$ cat config.mk
export PLATFORM = sky130hd
export DESIGN_NAME = hazard_controller
export DESIGN_NICKNAME = d
export VERILOG_FILES = /design/src/rtl/hazard_controller.sv
export SDC_FILE = /design/constraint.sdc
export NUM_CORES = 1
export LEC_CHECK = 0
export BUFFER_PORTS_ARGS = -buffer_cell sky130_fd_sc_hd__buf_2
export CAP_MARGIN = 20
export CELL_PAD_IN_SITES_DETAIL_PLACEMENT = 1
export CELL_PAD_IN_SITES_GLOBAL_PLACEMENT = 1
export CORE_ASPECT_RATIO = 1.5
export CORE_MARGIN = 8
export CORE_UTILIZATION = 34
export CTS_CLUSTER_DIAMETER = 120
export DETAILED_ROUTE_END_ITERATION = 6
export HOLD_SLACK_MARGIN = 0.12
export MAX_ROUTING_LAYER = met4
export PLACE_DENSITY_LB_ADDON = 0.1
export SYNTH_ARGS = -nofsm -noshare
export SYNTH_HDL_FRONTEND = slang
export SYNTH_SLANG_ARGS = --single-unit
$ cat constraint.sdc
create_clock -name clk -period 2.65 [get_ports clk]
set_clock_uncertainty 0.2 [all_clocks]
set_input_delay 0.1325 -clock clk [delete_from_list [all_inputs] [get_ports clk]]
set_output_delay 0.1325 -clock clk [all_outputs]
set_load 0.03 [all_outputs]
$ cat src/rtl/hazard_controller.sv
// rtl/hazard_controller.sv - EX/MEM/WB destination scoreboard driving forwarding, load-use stall and mispredict flush.
// Optional macro HAZARD_PERF_COUNTER_EN adds saturating stallCount/flushCount outputs.
module hazard_controller #(
   parameter int                    REG_ADDR_W       = 5,
   parameter int                    LOAD_USE_PENALTY = 1,
   parameter int                    CNT_W            = 32,
   parameter int                    ALU_OP_W         = 2,
   parameter logic [ALU_OP_W-1:0]   ALU_OP_TYPE_REG  = '0
) (
   input  logic                  clk,
   input  logic                  rst,
   input  logic                  decodeValid,
   input  logic [REG_ADDR_W-1:0] rs1Addr,
   input  logic [REG_ADDR_W-1:0] rs2Addr,
   input  logic [ALU_OP_W-1:0]   aluOp1Type,
   input  logic [ALU_OP_W-1:0]   aluOp2Type,
   input  logic                  isStore,
   input  logic [REG_ADDR_W-1:0] rdAddr,
   input  logic                  rdWrite,
   input  logic                  isLoad,
   input  logic                  brMispredict,
   output logic                  stall,
   output logic                  flush,
   output logic [1:0]            fwdRs1Sel,
   output logic [1:0]            fwdRs2Sel
`ifdef HAZARD_PERF_COUNTER_EN
   ,
   output logic [CNT_W-1:0]      stallCount,
   output logic [CNT_W-1:0]      flushCount
`endif
);

   localparam logic [1:0] PEN_M1 = 2'(LOAD_USE_PENALTY - 1);

   if (LOAD_USE_PENALTY < 1 || LOAD_USE_PENALTY > 3 || CNT_W < 1) begin : g_bad_param
      $error("hazard_controller: LOAD_USE_PENALTY must be 1..3 and CNT_W >= 1");
   end

   logic                  v_ex, v_mem, v_wb, ld_ex;
   logic [REG_ADDR_W-1:0] rd_ex, rd_mem, rd_wb;
   logic [1:0]            cnt, cnt_next;
   logic                  use_rs1, use_rs2, hazard, issue_v;

   assign use_rs1 = decodeValid && (aluOp1Type == ALU_OP_TYPE_REG) && (rs1Addr != '0);
   assign use_rs2 = decodeValid && ((aluOp2Type == ALU_OP_TYPE_REG) || isStore) && (rs2Addr != '0);

   // Youngest producer wins; use_* already excludes x0.
   always_comb begin
      fwdRs1Sel = 2'b00;
      fwdRs2Sel = 2'b00;
      if (use_rs1) begin
         if (v_ex && rd_ex == rs1Addr)        fwdRs1Sel = 2'b01;
         else if (v_mem && rd_mem == rs1Addr) fwdRs1Sel = 2'b10;
         else if (v_wb && rd_wb == rs1Addr)   fwdRs1Sel = 2'b11;
      end
      if (use_rs2) begin
         if (v_ex && rd_ex == rs2Addr)        fwdRs2Sel = 2'b01;
         else if (v_mem && rd_mem == rs2Addr) fwdRs2Sel = 2'b10;
         else if (v_wb && rd_wb == rs2Addr)   fwdRs2Sel = 2'b11;
      end
   end

   assign hazard  = v_ex && ld_ex &&
                    ((use_rs1 && rd_ex == rs1Addr) || (use_rs2 && rd_ex == rs2Addr));
   assign flush   = brMispredict && !rst;
   assign stall   = !rst && !brMispredict && ((cnt != 2'd0) || hazard);
   assign issue_v = decodeValid && rdWrite && (rdAddr != '0) && !stall && !flush;

   always_comb begin
      cnt_next = cnt;
      if (brMispredict)      cnt_next = 2'd0;
      else if (cnt != 2'd0)  cnt_next = cnt - 2'd1;
      else if (hazard)       cnt_next = PEN_M1;
   end

   always_ff @(posedge clk or posedge rst) begin
      if (rst) begin
         v_ex   <= 1'b0;
         v_mem  <= 1'b0;
         v_wb   <= 1'b0;
         ld_ex  <= 1'b0;
         rd_ex  <= '0;
         rd_mem <= '0;
         rd_wb  <= '0;
         cnt    <= 2'd0;
      end else begin
         v_wb   <= v_mem;
         rd_wb  <= rd_mem;
         v_mem  <= v_ex;
         rd_mem <= rd_ex;
         v_ex   <= issue_v;
         rd_ex  <= rdAddr;
         ld_ex  <= isLoad && issue_v;
         cnt    <= cnt_next;
      end
   end

`ifdef HAZARD_PERF_COUNTER_EN
   always_ff @(posedge clk or posedge rst) begin
      if (rst) begin
         stallCount <= '0;
         flushCount <= '0;
      end else begin
         if (stall && stallCount != '1) stallCount <= stallCount + 1'b1;
         if (flush && flushCount != '1) flushCount <= flushCount + 1'b1;
      end
   end
`endif

endmodule

# --- Yosys cells after proc, flatten, opt, wreduce, memory -nomap -nowiden ---
# Index checks and enable logic that the tools add are counted.
word_totals:
  n_memories: 0
  latch_bits: 0
  rom_bits: 0
  regBits: 21
  in_bits: 26
  out_inout_bits: 6
  word_cells: 62
  ram_bits: 0
op_classes:
  n_eq_ne: 6
  bitwise_logic: 0
  n_div: 0
  n_addsub: 1
  reduce_logical: 36
  n_shift: 0
  magnitude_cmp: 0
  multipliers: 0
  mux: 11
ops:
  columns: ["cell", "count"]
  rows:
  - ["5-bit equality test", 6]
  - ["1-bit logical AND", 22]
  - ["2-bit two-way mux", 11]
  - ["5-bit nonzero test", 3]
  - ["1-bit logical NOT", 4]
  - ["2-bit logical NOT", 2]
  - ["1-bit logical OR", 3]
  - ["3-bit nonzero test", 1]
  - ["2-bit nonzero test", 1]
  - ["2-bit by 1-bit subtractor with 2-bit output, second input constant", 1]

# --- Longest topological paths before layout ---
# Gate-level depths: netlist of the first run.
logic_depth:
  depth_word: 13
  ltp_mapped: 5

# --- Least setup slack after synthesis of the first run ---
# No wires, ideal clock.
synth_path:
  path_type: "reg2out"
  startpoint: "reg rd_mem[1]"
  endpoint: "out fwdRs2Sel[1]"
  arrival_ps: 1794
  setup_slack_ps: 523
  stages_incl_launch_ff: 6
  path_cell_list: "dfrtp_1 xor2_1 nor4_1 nand3_1 nor2b_1 nor3b_1"
synth_between:
  elab_chain_len: 5
synth_lines:
  columns: ["item", "line", "rtl"]
  rows:
  - ["start: declaration", "40", "logic [REG_ADDR_W-1:0] rd_ex, rd_mem, rd_wb;"]
  - ["start signal: assignment", "90", "rd_mem <= rd_ex;"]
  - ["5-bit equality test", "58", "else if (v_mem && rd_mem == rs2Addr) fwdRs2Sel = 2'b10;"]
  - ["1-bit logical AND", "58", null]
  - ["2-bit two-way mux", "58", null]
  - ["2-bit two-way mux", "57", "if (v_ex && rd_ex == rs2Addr) fwdRs2Sel = 2'b01;"]
  - ["2-bit two-way mux", "56", "if (use_rs2) begin"]
  - ["end: declaration", "25", "output logic [1:0] fwdRs2Sel"]
# No other way between the ends.

# --- Worst setup path after layout of the first run ---
# Same ends and word-level chain as after synthesis.

==> results of run 1 <==
-- layout by cell type, fill, tap and decap left out, types with 2 or more instances in the layout --
cell	instances
and3_1	2
and3_2	2
buf_2	31
clkbuf_8	3
dfrtp_1	21
dlygate4sd3_1	11
inv_1	2
nand2_1	5
nand3_1	5
nor2_1	7
nor2b_1	2
nor3b_1	2
nor4_1	4
or4_1	3
xnor2_1	9
xor2_1	21
-- layout make-up --
cell class,count,area (µm²)
tap,40,50.0
clock buffer,3,41.3
timing repair buffer,42,265
sequential,21,526
clock inverter,1,5.00
multi-input combinational,74,548
fill,357,1650
inverter,2,7.51
-- cell families after synthesis --
family,after synthesis
XOR/XNOR,30
flip-flops,21
buffers and inverters,2
AND/OR/NAND/NOR,36
AO/OA/AOI/OAI,8
-- where the power goes --
part           internal [mW]  switching [mW]
combinational         0.0532          0.0558
clock                  0.105           0.101
sequential             0.335          0.0145
-- layer usage --
layer | global-route usage (%) | up-vias | part of all wire [%]
li1 | - | 427 | -
met1 | 12.2 | 449 | 37
met2 | 21.6 | 28 | 56
met3 | 2.27 | 4 | 5.9
met4 | 4.79 | 0 | 1.7
met5 | - | - | 0
-- tightest hold or removal path, delay by kind of cell --
family | cells | cell delay, ns
and+or+nand+nor | 1 | 0.10
AOI/OAI and AO/OA | 2 | 0.22
buffers and inverters | 1 | 0.13
-- sequential cells by signal, summed over array words and instances (netlist names) --
name    flops
ld_ex       1
rd_mem      5
v_mem       1
v_ex        1
rd_ex       5
v_wb        1
cnt         2
rd_wb       5
-- worst max path at each step --
stage | startpoint | end | slack, ns | cells past startpoint
final | rd_mem[1] | fwdRs2Sel[1] | 0.39 | 6
after global routing | rd_mem[1] | fwdRs2Sel[1] | 0.22 | 6
after CTS | rd_mem[1] | fwdRs2Sel[1] | 0.32 | 6
after detailed placement | rd_mem[1] | fwdRs2Sel[1] | 0.62 | 6
after global placement | rd_mem[1] | fwdRs2Sel[1] | 0.65 | 6
after floorplan | rd_mem[1] | fwdRs2Sel[1] | 0.52 | 5
==> results.yml, run 1 <==
logic_synthesis:
  syn_inst: 97
  synth_seq_area_share_pct: 48.6
  synth_top_family_by_area: "XOR/XNOR gates"
  synth-simple-area-share_pct: 18.7
  synth.distinct_cells: 25
  yosys.area_share.adder_pct: 0
  synth_edf_count: 0
  synth_xor_area_share_pct: 24.3
  synth_nets: 123
  ys.warnings.count: 0
  avgSynthCellArea_um2: 11.1
  synthTopCellsByCount: "dfrtp_1, xor2_1, xnor2_1"
  ys_seq_elements: 21
  async_reset_ff_share_pct: 100
  synth_ff_type: "dfrtp_1"
  ys_top_cells_by_area: "dfrtp_1, xor2_1, xnor2_1"
  synthMuxAreaShare_pct: 0
  yosysTopAreaCell: "dfrtp_1"
  netlist.area_leader.share_pct: 48.6
  synth_compound_area_share_pct: 7.64
  synth_area_mm2: 0.00108
timing:
  rsz0062_at_grt: "no"
  max_freq_mhz: 442
  setup_viol: 0
  whs_ns: 0.167
  finalCritPeriodShare_pct: 85.4
  hold_viol_final: 0
  setup-tns-final_ns: 0
  relSlewSlack_pct: 46.7
  worstMarginPinSlew_ns: 0.798
  fin_ws_ns: 0.386
  post-route-min-period_ns: 2.26
  maxSlewViolCount: 0
place:
  place_area_mm2: 0.00129
  place_congestion: 0.844
  io_buffer_count: 31
  pre_cts_slack_ns: 0.616
  dp_hpwl_um: 2270
  place_inst: 168
cells_and_area:
  instances_no_fill: 183
  drive_above_1_share_pct: 28.7
  fin_util_pct: 46.6
  diodes: 0
  syn_to_final_growth_pct: 33.4
  design_area_mm2: 0.00144
  finish.net_count: 170
power:
  powerDensity_mw_per_mm2: 460
  p_leak_nw: 0.678
  peakVddDrop_mv: 0.273
  p_total_uw: 664
clock_network:
  ctsResizeCount: 0
  clk_pin_slew_worst_paths_ns: 0.08
  cts_max_level: 1
  numCtsBuffers: 3
  cts-root-buf: "clkbuf_8"
  ctsHoldBuffers: 11
  post_cts_buffers: 0
  cts_tree: "done"
  cts_buffer_depth: 2
  clock_latency_ns: 0.26
  cts.sinks: 21
global_route:
  grt.overflow.total: 0
  grt_max_degree: 22
  grt_use_total_pct: 12.1
  grt_pass1_wl_um: 4660
  antenna_found_initial: 0
  grt_pass1_vias: 1063
detailed_routing:
  detail_route.vias_per_cell: 4.96
  num_vias: 908
  drt_first_iter_violations: 7
  drc: 0
  drt-wirelength-per-cell_um: 15.7
  first_pass_iters: 3
  ant_nets: 0
  drt_wl_total_um: 2870
worst_setup_path:
  cp.buffers_inverters: 1
  r2r_start: "rd_ex[4]"
  cp_max_fo: 3
  cp.required_ns: 2.32
  r2r_slack_ns: 0.44
  worstRegToRegCells: 5
  arrival_ns: 1.93
  r2r-end: "ld_ex"
  critPathTopFamily: "simple AND/OR/NAND/NOR gates"
  cpMaxStageDelayCell: "dfrtp_1"
  crit_chain: "xor2_1 > nor4_1 > nand3_1 > nor2b_1 > nor3b_1 > buf_2"
  start_kind: "flop"
  end_kind: "output port"
  max_stage_delay_ns: 0.42
  worst-setup-path-type: "flop to output port"
hold_path:
  min-delay-start: "decodeValid"
  min_to: "v_ex"
  holdPathStages: 4
  hp-class: "input pin to flop"
floorplanning:
  die_area_mm2: 0.00528
  fp-row-count: 25
  core_mm2: 0.00310
  pin_count: 32
  dieWidth_um: 62.0
  die_height_um: 85.1
  start_util_pct: 34.9
outcome:
  outcome: "completed"
job:
  cap_violations: 0
(Power assumes the default switching activity.)
==> run 2, diff against run 1 <==
--- a/config.mk
+++ b/config.mk
@@ -17,5 +17,5 @@
 export HOLD_SLACK_MARGIN = 0.12
 export MAX_ROUTING_LAYER = met4
-export PLACE_DENSITY_LB_ADDON = 0.1
+export PLACE_DENSITY_LB_ADDON = 0.25
 export SYNTH_ARGS = -nofsm -noshare
 export SYNTH_HDL_FRONTEND = slang
==> constraint.sdc (replaced) <==
create_clock -name clk -period 2.65 [get_ports clk]
set_clock_uncertainty 0.2 [all_clocks]
set_input_delay 0.265 -clock clk [delete_from_list [all_inputs] [get_ports clk]]
set_output_delay 0.265 -clock clk [all_outputs]
set_load 0.03 [all_outputs]
==> run 2 against run 1 <==
Net effect: die area did not move; global-route usage increased by 0.25 points; register-to-register slack gained 0.54 ns; critical path depth unchanged; sequential share of layout area is 0.77 points higher; maximum frequency is 4.7% lower; highest routed layer unchanged.
==> results.yml, run 2 (synthesis results as in run 1) <==
clock_network:
  cts.sinks: 21
  cts_tree: "done"
  clock_latency_ns: 0.26
  cts-root-buf: "clkbuf_8"
  cts_max_level: 1
  numCtsBuffers: 3
  clk_pin_slew_worst_paths_ns: 0.07
  cts_buffer_depth: 2
outcome:
  outcome: "completed"
cells_and_area:
  finish.net_count: 167
  mostFrequentLayoutCells: "buf_2, xor2_1, dfrtp_1"
  seq_area_um2: 526
  fill_cells: 354
  final_common_cell: "buf_2"
  diodes: 0
  largestRegisters: "rd_ex x5, rd_mem x5, rd_wb x5"
  syn_to_final_growth_pct: 30.7
  multi_input_area_um2: 548
  design_area_mm2: 0.00141
  drive_above_1_share_pct: 29.3
detailed_routing:
  drt-wirelength-per-cell_um: 16.7
  drc: 0
  first_pass_iters: 4
  num_vias: 867
  drt_first_iter_violations: 20
  ant_nets: 0
  drt_wl_total_um: 3000
  detail_route.vias_per_cell: 4.82
timing:
  maxSlewViolCount: 0
  whs_ns: 0.197
  worstMarginPinSlew_ns: 0.803
  post-route-min-period_ns: 2.38
  max_freq_mhz: 421
  rsz0062_at_grt: "no"
  relSlewSlack_pct: 46.4
  hold_viol_final: 0
  finalCritPeriodShare_pct: 89.7
  setup-tns-final_ns: 0
  setup_viol: 0
global_route:
  grt_use_total_pct: 12.4
  grt.overflow.total: 0
  grt_max_degree: 22
  antenna_found_initial: 0
  grt_pass1_vias: 977
  grt_pass1_wl_um: 4660
hold_path:
  hp-class: "input pin to flop"
place:
  io_buffer_count: 31
  dp_hpwl_um: 2300
  place_area_mm2: 0.00129
  place_congestion: 0.837
floorplanning:
  die_area_mm2: 0.00528
  core_mm2: 0.00310
  die_height_um: 85.1
  dieWidth_um: 62.0
  start_util_pct: 34.9
  pin_count: 32
  fp-row-count: 25
worst_setup_path:
  cp_max_fo: 4
  end_kind: "output port"
  start_kind: "input pin"
  worst-setup-path-type: "input pin to output port"
  arrival_ns: 1.91
  cp.required_ns: 2.18
power:
  peakVddDrop_mv: 0.425
  powerDensity_mw_per_mm2: 470
  p_leak_nw: 0.665
job:
  cap_violations: 0
[run 2: cell count changes in the layout (fill, tap and decap cells not counted), sizes merged]
cell | previous run | this run
dlygate4sd3 | 11 | 8
[run 2: metrics by stage]
stage               worst slack (ns)  power, mW  util (%)  cells
floorplan                      0.391      0.406         -     97
global placement               0.483      0.450      41.5    168
global route                   0.173      0.701      45.6    180
detailed placement             0.454      0.456      41.5    168
finish                         0.274      0.664      45.6    180
CTS                            0.251      0.671      45.6    180
[run 2: per-layer routing]
| layer | part of all wire, % | vias up | wire length [µm] | track usage [%] |
|---|---|---|---|---|
| li1 | - | 419 | - | - |
| met1 | 38 | 418 | 1150 | 12.9 |
| met2 | 56 | 26 | 1690 | 22.2 |
| met3 | 3.9 | 4 | 117 | 1.51 |
| met4 | 1.1 | 0 | 34 | 4.38 |
| met5 | 0 | - | 0 | - |
[run 2: area by class of cell]
class / count / area share, %
clock buffer: 3 / 2.92
sequential: 21 / 37.2
tap: 40 / 3.54
clock inverter: 1 / 0.354
timing repair buffer: 39 / 16.7
inverter: 2 / 0.531
multi-input combinational: 74 / 38.8
[run 2: what timing repair did]
action,CTS,global route
gates resized for setup,0,0
endpoints found under the hold margin,29,0
hold buffers,8,0
setup buffers,0,0
[run 2: worst max-delay path: stages]
cell and delay (ns):
dlygate4sd3_1 0.53, buf_2 0.14, nor2_1 0.20, nand3_1 0.12, o41ai_2 0.37, buf_2 0.28
[run 2: path summary, 6_finish.rpt]
path | from | end | slack, ns | cells after the start
min | rdWrite | ld_ex | 0.20 | 5
max reg2reg | rd_ex[2] | v_ex | 0.98 | 4
min in group asynchronous | rst | v_ex | 0.53 | 3
max in group asynchronous | rst | rd_mem[2] | 1.22 | 3
max | brMispredict | stall | 0.27 | 6
min reg2reg | v_mem | v_wb | 0.21 | 0
[run 2: power breakdown]
group | leakage (nW) | switching [mW] | internal (mW)
clock | 0.0255 | 0.101 | 0.105
combinational | 0.383 | 0.0582 | 0.0506
sequential | 0.256 | 0.0148 | 0.335
total | 0.665 | 0.174 | 0.490
==> run 3, diff against run 2 <==
Settings changed: CORE_MARGIN 8 to 10.
Clock period 2.65 ns to 2.1 ns, I/O delays scaled along.
==> run 3 against run 2 <==
Net effect: the flow now finishes with violations (setup timing); die area is 11% higher; hold slack worse by 0.040 ns; register-to-register slack got worse by 0.52 ns; critical path type is now flop to output port; largest cell class unchanged; sequential cell count unchanged; cell area up 14%; via count up 8.2%; wire length increased by 7.8%; sequential power is 26% higher; largest power group unchanged; cell count grew 6.1%; first-iteration DRC count grew 5.0%; sequential share of layout area fell by 4.5 points; power grew 31%.
==> results.yml, run 3 (synthesis results as in run 1) <==
outcome:
  outcome: "finished with violations"
  violations: "setup timing"
cells_and_area:
  syn_to_final_growth_pct: 48.7
  mostFrequentLayoutCells: "buf_2, xor2_1, dfrtp_1"
  fin_util_pct: 51.9
  design_area_mm2: 0.00161
  final_common_cell: "buf_2"
  fill_cells: 343
  drive_above_1_share_pct: 41.1
  finish.net_count: 178
  diodes: 0
  instances_no_fill: 191
  largestRegisters: "rd_ex x5, rd_mem x5, rd_wb x5"
floorplanning:
  die_height_um: 89.1
  start_util_pct: 34.9
  die_area_mm2: 0.00588
  dieWidth_um: 66.0
  fp-row-count: 25
  core_mm2: 0.00310
  pin_count: 32
place:
  dp_hpwl_um: 2530
  place_inst: 170
  place_area_mm2: 0.00131
  place_congestion: 0.819
  pre_cts_slack_ns: -0.153
  io_buffer_count: 31
worst_setup_path:
  end_kind: "output port"
  cp.required_ns: 1.69
  start_kind: "flop"
  cp_max_fo: 2
  arrival_ns: 1.89
  worst-setup-path-type: "flop to output port"
timing:
  hold_viol_final: 0
  fin_ws_ns: -0.203
  rsz0062_at_grt: "yes"
  maxSlewViolCount: 0
  worstMarginPinSlew_ns: 0.366
  post-route-min-period_ns: 2.30
  finalCritPeriodShare_pct: 110
  relSlewSlack_pct: 75.3
  setup_viol: 4
  max_freq_mhz: 434
global_route:
  grt_max_degree: 22
  antenna_found_initial: 0
  grt_most_used_layer: "met2"
  grt_use_total_pct: 11.8
  grt_pass1_wl_um: 5250
  met2_usage_pct: 22.8
  grt_pass1_vias: 1082
  grtUsageMet1_pct: 11.4
  grt.overflow.total: 0
  use_met3_pct: 2.63
power:
  peakVddDrop_mv: 0.469
  p_leak_nw: 0.772
  powerDensity_mw_per_mm2: 540
  p_total_uw: 869
clock_network:
  cts.sinks: 21
  clock_latency_ns: 0.25
  cts_max_level: 1
  cts-root-buf: "clkbuf_8"
  cts_tree: "done"
  cts_buffer_depth: 2
  clk_pin_slew_worst_paths_ns: 0.08
  numCtsBuffers: 3
detailed_routing:
  drt-wirelength-per-cell_um: 16.9
  drt_wl_total_um: 3230
  ant_nets: 0
  num_vias: 938
  detail_route.vias_per_cell: 4.91
  drc: 0
  drt_first_iter_violations: 21
  first_pass_iters: 4
hold_path:
  hp-class: "input pin to flop"
job:
  cap_violations: 0
## run 3: changes by cell type in the layout (fill, tap and decap cells not counted), sizes merged
cell and delta:
clkbuf +1, buf +10
## run 3: worst paths after layout
kind	cells past startpoint	to	slack, ns	start
worst min register to register	0	rd_wb[0]	0.24	rd_mem[0]
worst min-delay path	5	ld_ex	0.16	rdWrite
worst max-delay path	7	fwdRs2Sel[1]	-0.20	rd_mem[1]
max in group asynchronous	4	rd_ex[2]	1.13	rst
min in group asynchronous	4	cnt[0]	0.35	rst
worst max register to register	6	ld_ex	0.46	rd_ex[4]
## run 3: stage by stage
step | hold slack, ns | setup TNS (ns)
2_1_floorplan | -0.0135 | 0
3_3_place_gp | 0.0721 | -0.0933
3_5_place_dp | 0.0816 | -0.153
4_1_cts | 0.175 | -0.760
5_1_grt | 0.193 | -0.949
6_report | 0.157 | -0.515
## run 3: repair_timing
action	in CTS	in global routing
gates cloned	0	0
hold endpoints to repair	29	0
pin swaps	6	7
setup buffers	3	6
resized for setup	12	18
endpoints found under the setup margin	5	5
hold buffers	8	0
## run 3: critical path, stage by stage, from the launching register on
cell and delay, ns:
dfrtp_1 0.39, xor2_1 0.18, nor4_2 0.36, buf_4 0.18, nand3_4 0.07, nor2b_4 0.13
nor3b_2 0.15, buf_4 0.18
## run 3: where the power goes
group	switching (mW)	internal, mW	total, mW
Clock	0.129	0.132	0.261
Combinational	0.0864	0.0811	0.168
Sequential	0.0181	0.423	0.441
Total	0.233	0.636	0.869
## run 3: layer usage
metal  routed length, µm  up-vias
met5                   0        -
met2                1900       23
met3                 133        2
met4                  17        0
met1                1180      471
li1                    -      442
## run 3: cell type report
type	instances	area (µm²)	share of cell area, %
inverter	2	7.51	0.467
multi-input combinational	74	623	38.8
sequential	21	526	32.7
timing repair buffer	50	355	22.1
clock buffer	3	41.3	2.57
clock inverter	1	5.00	0.311
tap	40	50.0	3.11
